`src/rtl/serial_adder_ctrl_pkg.sv`:
```
// Shared definitions for the bit-serial adder: state encoding, width limits
// and small helpers used by the sequencer.
package serial_adder_ctrl_pkg;

    typedef enum logic [1:0] {
        ST_IDLE  = 2'd0,
        ST_SHIFT = 2'd1,
        ST_FIN   = 2'd2
    } state_t;

    localparam int WIDTH_MIN = 2;
    localparam int WIDTH_MAX = 32;

    function automatic int cnt_width(input int w);
        return (w <= 2) ? 1 : $clog2(w);
    endfunction

    function automatic bit width_ok(input int w);
        return (w >= WIDTH_MIN) && (w <= WIDTH_MAX);
    endfunction

    // Ripple increment built from xor/and so the only adder is the serial cell.
    function automatic logic [31:0] inc_bits(input logic [31:0] v);
        logic [31:0] res;
        logic        c;
        c = 1'b1;
        for (int i = 0; i < 32; i++) begin
            res[i] = v[i] ^ c;
            c      = c & v[i];
        end
        return res;
    endfunction

endpackage

```
`src/rtl/serial_adder_ctrl_fa_cell.sv`:
```
// Gate-level full adder cell; the single arithmetic element of the serial adder.
module fa_cell (
    input  logic x,
    input  logic y,
    input  logic cin,
    output logic cout,
    output logic s
);

    logic w_xy_xor;

    assign w_xy_xor = x ^ y;
    assign s        = w_xy_xor ^ cin;
    assign cout     = (x & y) | (cin & w_xy_xor);

endmodule

```
`src/rtl/serial_adder_ctrl.sv`:
```
// Bit-serial WIDTH-bit adder: captures operands on start, feeds one bit pair
// per cycle LSB first through fa_cell, and presents sum/cout with a done pulse.
module serial_adder_ctrl
    import serial_adder_ctrl_pkg::*;
#(
    parameter int WIDTH = 8
) (
    input  logic             clk,
    input  logic             rst,
    input  logic             start,
    input  logic [WIDTH-1:0] a,
    input  logic [WIDTH-1:0] b,
    output logic             busy,
    output logic             done,
    output logic [WIDTH-1:0] sum,
    output logic             cout
);

    localparam int CNT_W = cnt_width(WIDTH);

    if (!width_ok(WIDTH)) begin : g_width_check
        $error("serial_adder_ctrl: WIDTH out of range 2..32");
    end

    state_t             r_state;
    state_t             w_state_nxt;
    logic [WIDTH-1:0]   r_sh_a;
    logic [WIDTH-1:0]   r_sh_b;
    logic [WIDTH-1:0]   r_sh_s;
    logic               r_carry;
    logic [CNT_W-1:0]   r_count;
    logic [CNT_W-1:0]   w_count_inc;
    logic               w_last;
    logic               w_cell_s;
    logic               w_cell_cout;
    logic               r_busy;
    logic               r_done;
    logic [WIDTH-1:0]   r_sum;
    logic               r_cout;

    fa_cell u_fa_cell (
        .x    (r_sh_a[0]),
        .y    (r_sh_b[0]),
        .cin  (r_carry),
        .cout (w_cell_cout),
        .s    (w_cell_s)
    );

    assign w_count_inc = CNT_W'(inc_bits(32'(r_count)));
    assign w_last      = (r_count == CNT_W'(WIDTH - 1));

    // Next-state decode; start is only honoured in IDLE.
    always_comb begin
        w_state_nxt = r_state;
        case (r_state)
            ST_IDLE: begin
                if (start) begin
                    w_state_nxt = ST_SHIFT;
                end else begin
                    w_state_nxt = ST_IDLE;
                end
            end
            ST_SHIFT: begin
                if (w_last) begin
                    w_state_nxt = ST_FIN;
                end else begin
                    w_state_nxt = ST_SHIFT;
                end
            end
            ST_FIN:  w_state_nxt = ST_IDLE;
            default: w_state_nxt = ST_IDLE;
        endcase
    end

    // State register with busy/done registered from the next state.
    always_ff @(posedge clk) begin
        if (rst) begin
            r_state <= ST_IDLE;
            r_busy  <= 1'b0;
            r_done  <= 1'b0;
        end else begin
            r_state <= w_state_nxt;
            r_busy  <= (w_state_nxt != ST_IDLE);
            r_done  <= (w_state_nxt == ST_FIN);
        end
    end

    // Datapath: operand capture, serial shift, carry flop and bit counter.
    always_ff @(posedge clk) begin
        if (rst) begin
            r_sh_a  <= {WIDTH{1'b0}};
            r_sh_b  <= {WIDTH{1'b0}};
            r_sh_s  <= {WIDTH{1'b0}};
            r_carry <= 1'b0;
            r_count <= {CNT_W{1'b0}};
        end else begin
            case (r_state)
                ST_IDLE: begin
                    if (start) begin
                        r_sh_a  <= a;
                        r_sh_b  <= b;
                        r_carry <= 1'b0;
                        r_count <= {CNT_W{1'b0}};
                    end
                end
                ST_SHIFT: begin
                    r_sh_a  <= {1'b0, r_sh_a[WIDTH-1:1]};
                    r_sh_b  <= {1'b0, r_sh_b[WIDTH-1:1]};
                    r_sh_s  <= {w_cell_s, r_sh_s[WIDTH-1:1]};
                    r_carry <= w_cell_cout;
                    r_count <= w_count_inc;
                end
                default: begin
                    r_carry <= r_carry;
                end
            endcase
        end
    end

    // Result registers load on FIN entry, taking the final bit straight from the cell.
    always_ff @(posedge clk) begin
        if (rst) begin
            r_sum  <= {WIDTH{1'b0}};
            r_cout <= 1'b0;
        end else if ((r_state == ST_SHIFT) && w_last) begin
            r_sum  <= {w_cell_s, r_sh_s[WIDTH-1:1]};
            r_cout <= w_cell_cout;
        end else begin
            r_sum  <= r_sum;
            r_cout <= r_cout;
        end
    end

    assign busy = r_busy;
    assign done = r_done;
    assign sum  = r_sum;
    assign cout = r_cout;

endmodule

```
`config.mk`:
```
export PLATFORM = sky130hd
export DESIGN_NAME = serial_adder_ctrl
export DESIGN_NICKNAME = d
export VERILOG_FILES = /design/src/rtl/serial_adder_ctrl_pkg.sv /design/src/rtl/serial_adder_ctrl_fa_cell.sv /design/src/rtl/serial_adder_ctrl.sv
export SDC_FILE = /design/constraint.sdc
export NUM_CORES = 1
export LEC_CHECK = 0
export CORE_MARGIN = 2
export CORE_UTILIZATION = 50
export DETAILED_ROUTE_END_ITERATION = 12
export PLACE_DENSITY = 0.77
export SLEW_MARGIN = 0
export SYNTH_ARGS = -nofsm -noshare
export SYNTH_HDL_FRONTEND = slang
export SYNTH_HIERARCHICAL = 1
export SYNTH_SLANG_ARGS = --single-unit
```
`constraint.sdc`:
```
create_clock -name clk -period 1.55 [get_ports clk]
set_input_delay 0.31 -clock clk [delete_from_list [all_inputs] [get_ports clk]]
set_output_delay 0.31 -clock clk [all_outputs]
set_load 0.01 [all_outputs]
```
=== Yosys cells after proc, flatten, opt, wreduce, memory -nomap -nowiden ===
Cells that the tools add are included.

* Word-level logic and storage cells: 39
* Register bits after elaboration: 41
* Output and inout bits: 11

* Muxes and demuxes: 11
* Reductions and logical operators: 5
* Eq/ne operators: 4
* Bitwise logic cells: 9

{| class="wikitable"
|+ Operators with widths
! kind !! count
|-
| $pmux W8 S2 || 2
|-
| $mux W8 || 2
|-
| $pmux W3 S2 || 1
|-
| $pmux W2 S2 || 1
|-
| $reduce_bool A2 Y1 || 2
|-
| $xor A1 B1 Y1 || 4
|-
| $and A1 B1 Y1 || 3
|-
| $eq A3 B3 Y1 const B || 1
|-
| $mux W3 || 1
|-
| $eq A2 B1 Y1 const B || 1
|-
| $eq A2 B2 Y1 const B || 1
|-
| $logic_not A2 Y1 || 1
|-
| $mux W1 || 2
|-
| $mux W2 || 1
|-
| $ne A2 B2 Y1 const B || 1
|-
| $pmux W1 S2 || 1
|-
| $reduce_and A2 Y1 || 1
|-
| $logic_and A1 B1 Y1 || 1
|-
| $not A1 Y1 || 1
|-
| $or A1 B1 Y1 || 1
|}

=== Logic depth before layout (Yosys ltp) ===
* Depth in word-level cells: 4
* Mapped depth: 6

=== Cells and area by module ===
Netlist, hierarchy kept.

{| class="wikitable"
|+ Modules (own cells, without submodules)
! module !! cells an instance !! times used !! sequential area each (um2) !! area an instance (um2)
|-
| serial_adder_ctrl || 170 || 1 || 800.8 || 1652.8
|-
| fa_cell || 1 || 1 || 0.0 || 20.0
|}

=== Worst setup path before layout ===
Ideal clock, no wire load.

* Kind: flip-flop to flip-flop
* Start point: register r_count[0]
* End point: register r_sum[4] (netlist: sum[4])
* Setup slack: 0.308 ns
* Period minus slack after synthesis: 1.242 ns
* Data arrival time: 1.104 ns
* Data required time: 1.412 ns
* Stages on the path, launching flop included: 7
* Buffers on the path: 1
* Setup time: 0.138 ns
* Path through: dfxtp_1 ha_1 ha_1 and3b_1 buf_2 nand2_1 a21oi_1

* Cells in the longest elaborated chain, start to end: 2

{| class="wikitable"
|+ RTL lines
! item !! RTL line !! RTL
|-
| from (decl) || serial_adder_ctrl.sv:31 || <nowiki>logic [CNT_W-1:0] r_count;</nowiki>
|-
| from (signal assigned) || serial_adder_ctrl.sv:95 || <nowiki>r_count <= {CNT_W{1'b0}};</nowiki>
|-
| from (signal assigned) || serial_adder_ctrl.sv:103 || <nowiki>r_count <= {CNT_W{1'b0}};</nowiki>
|-
| from (signal assigned) || serial_adder_ctrl.sv:111 || <nowiki>r_count <= w_count_inc;</nowiki>
|-
| $eq A3 B3 Y1 || serial_adder_ctrl.sv:50 || <nowiki>assign w_last = (r_count == CNT_W'(WIDTH - 1));</nowiki>
|-
| $logic_and A1 B1 Y1 || serial_adder_ctrl.sv:125 || <nowiki>end else if ((r_state == ST_SHIFT) && w_last) begin</nowiki>
|-
| to (signal assigned) || serial_adder_ctrl.sv:123 || <nowiki>r_sum <= {WIDTH{1'b0}};</nowiki>
|-
| to (signal assigned) || serial_adder_ctrl.sv:126 || <nowiki>r_sum <= {w_cell_s, r_sh_s[WIDTH-1:1]};</nowiki>
|-
| to (signal assigned) || serial_adder_ctrl.sv:129 || <nowiki>r_sum <= r_sum;</nowiki>
|-
| to (decl) || serial_adder_ctrl.sv:38 || <nowiki>logic [WIDTH-1:0] r_sum;</nowiki>
|}

No other way between the ends.
A chain may end at the register's enable or synchronous reset.

=== Worst setup path in the final report ===
* Start point: register r_count[0]
* End point: register r_cout (netlist: cout)

* Cells in the longest elaborated chain, start to end: 2

{| class="wikitable"
|+ RTL lines
! item !! RTL line !! RTL
|-
| $eq A3 B3 Y1 || serial_adder_ctrl.sv:50 ||
|-
| $logic_and A1 B1 Y1 || serial_adder_ctrl.sv:125 ||
|-
| to (signal assigned) || serial_adder_ctrl.sv:127 || <nowiki>r_cout <= w_cell_cout;</nowiki>
|-
| to (signal assigned) || serial_adder_ctrl.sv:130 || <nowiki>r_cout <= r_cout;</nowiki>
|-
| to (decl) || serial_adder_ctrl.sv:39 || <nowiki>logic r_cout;</nowiki>
|}

No other way between the ends.

==> impl_metrics.toml <==
[finish]
diodes = 0
drive_gt1_share_pct = 16.26
final_util_pct = 63.92
final_net_count = 224
syn_to_final_growth_pct = 25.50

[sta]
period_minus_slack_ns = 1.406
setup_viol = 0
finalHoldViolCount = 0
final.period_utilization_pct = 90.69
finalWorstSetupSlack_ns = 0.1443
finalClockSkew_ns = 0.01298
fmax_ghz = 0.7114
rsz0062_at_grt = "no"
finalMaxSlewViolations = 0
relSlewSlack_pct = 71.08
worst_pin_slew_ns = 0.4325

[logic_synthesis]
synth_area_leaders = "dfxtp_1 48%, a211oi_2 10%, mux2i_1 9.6%, nand2_1 7.2%, a21oi_1 4.8%"
postSynthAreaPerCell_um2 = 9.783
synthFlopType = "dfxtp_1"
synth-edff-count = 0
ys_seq_area_share_pct = 47.87
synthTopCellsByCount = "40 x dfxtp_1, 32 x nand2_1, 17 x nor2_1"
synth_warnings = 6
yosys.area.top_type = "dfxtp_1"
netlist_area_um2 = 1673
synth_top_area_share_pct = 47.87
synth_fp_nets = 193
synth_most_common_cell = "dfxtp_1"
ys_ff_latch = 40
ys_types = 25
synthCells = 171
ys_async_sr_fraction_pct = 0

[placement]
gp_congestion = 0.7845
place_hpwl_um = 2197
portBuffers = 29
dp_slack_ns = -0.03687

[worst_setup_path]
crit_type = "flop to flop"
slowest_delay_ns = 0.34
crit_top_cell = "ha_1"
cp-start-kind = "flop"
critPathTopFamily = "simple AND/OR/NAND/NOR gates"
rr_worst_depth = 5
crit_buf_inv = 0
crit_required_ns = 1.81
worstPathArrival_ns = 1.67
worst-path-stages = 5
critPathMaxFanout = 11
cp_slowest_cell = "dfxtp_1"
cp-end-kind = "flop"
crit_chain = "ha_1, ha_1, nand3b_1, nand2_1, a21oi_1"

[cts]
cts_tree = "done"
clkTransAtPathRegs_ns = 0.11
ctsResizeCount = 0
hold_buffers = 0
htreeDepth = 2
clock_sinks = 40
cts_buffers = 5
cts_setup_buffers = 0
cts_buffer_depth = 2
root_buffer = "clkbuf_4"
clock_latency_ns = 0.34

[die]
ios = 30
core_area_um2 = 3284
rows = 21
fp.dieW_um = 61.84
die_h_um = 61.84
floorplan.initialDensity_pct = 50.93
die_area_um2 = 3824

[hold_path]
hp-class = "flop to flop"
whs_path_depth = 2

[status]
status = "completed"

[drt]
vias_per_cell = 5.177
via_count = 1289
drtIter0Drc = 50
wl_per_cell_um = 12.45
dr.pass1.iters = 4
drc = 0
routed_wl_um = 3100
final_antenna_net_count = 0

[pwr]
p_per_area_nw_per_um2 = 903.0
irDropWorstVdd_mv = 0.5242
power_leakage_nw = 0.9581
finalPower_mw = 1.896

[global_route]
grt_overflow = 0
grt_use_total_pct = 18.23
first_global_vias = 1179
grt_max_degree = 41
grt_antenna_before_repair = 0
grt_first_pass_wirelength_um = 5016

[run]
maxCapViolCount = 0
## metal layers
metal | global-route usage, % | share of wire (%) | vias to the layer above | routed length, µm
li1 | - | - | 642 | -
met1 | 20.92 | 43 | 616 | 1347
met2 | 31.58 | 51 | 24 | 1580
met3 | 4.969 | 3.7 | 7 | 116
met4 | 8.207 | 1.8 | 0 | 57
met5 | 0 | 0 | - | 0
## layout make-up
class,count,area (µm²)
multi-input combinational,118,783.3
timing repair buffer,36,395.4
sequential,40,800.8
clock buffer,8,58.81
tap,46,57.56
inverter,1,3.754
fill,292,1185
## logic make-up (layout without fill, tap and decap cells)
logic type | count (synthesis) | in the layout | synth area share (%)
AO/OA/AOI/OAI | 37 | 37 | 18.55
adder cells (fa/ha/maj) | 3 | 3 | 2.692
buffers and inverters | 13 | 45 | 5.310
flip-flops | 40 | 40 | 47.87
multiplexers | 16 | 16 | 9.573
AND/OR/NAND/NOR | 62 | 62 | 16.01
## stage by stage
stage | hold WS [ns] | area (µm²) | cells | setup TNS, ns
6_report | 0.4564 | 2100 | 249 | 0
5_1_grt | 0.4722 | 2100 | 249 | 0
4_1_cts | 0.4613 | 2072 | 249 | 0
3_5_place_dp | 0.4458 | 2013 | 241 | -0.1205
3_3_place_gp | 0.4409 | 2013 | 241 | 0
2_1_floorplan | 0.4321 | 1673 | 171 | 0
## layout by cell type (no fill, tap or decap), drive strengths merged, types with 2 or more instances in the layout
cell | synthesis | routed
buf | 9 | 7
dfxtp | 40 | 40
clkdlybuf4s50 | 0 | 18
mux2i | 16 | 16
a21oi | 16 | 16
clkbuf | 3 | 8
ha | 2 | 2
dlymetal6s2s | 0 | 11
a22oi | 5 | 5
a211oi | 14 | 14
nand2 | 32 | 32
nor2 | 23 | 23
nor3 | 2 | 2
## final timing paths
kind / start / endpoint / slack [ns]
worst min register to register: sum[3]$_SDFFE_PP0P_ / sum[3]$_SDFFE_PP0P_ / 0.46
worst max register to register: r_count[0]$_SDFFE_PP0P_ / cout$_SDFFE_PP0P_ / 0.14
worst max-delay path: r_count[0]$_SDFFE_PP0P_ / cout$_SDFFE_PP0P_ / 0.14
worst min-delay path: sum[3]$_SDFFE_PP0P_ / sum[3]$_SDFFE_PP0P_ / 0.46
## power by group
part / internal [mW] / switching (mW) / leakage (nW)
clock: 0.224 / 0.308 / 0.0326
sequential: 1.07 / 0.0312 / 0.327
combinational: 0.136 / 0.124 / 0.599
## tightest hold or removal path: stages, from the launching register on
cell     delay, ns
dfxtp_1       0.32
nand2_1       0.05
a21oi_1       0.05
## state kept, by name, summed over array words and instances, names as in the netlist
| register | flops |
|---|---|
| done | 1 |
| r_carry | 1 |
| r_count | 3 |
| r_state | 2 |
| r_sh_s | 7 |
| r_sh_a | 8 |
| cout | 1 |
| r_sh_b | 8 |
| sum | 8 |
| busy | 1 |
(Power assumes the default switching activity.)
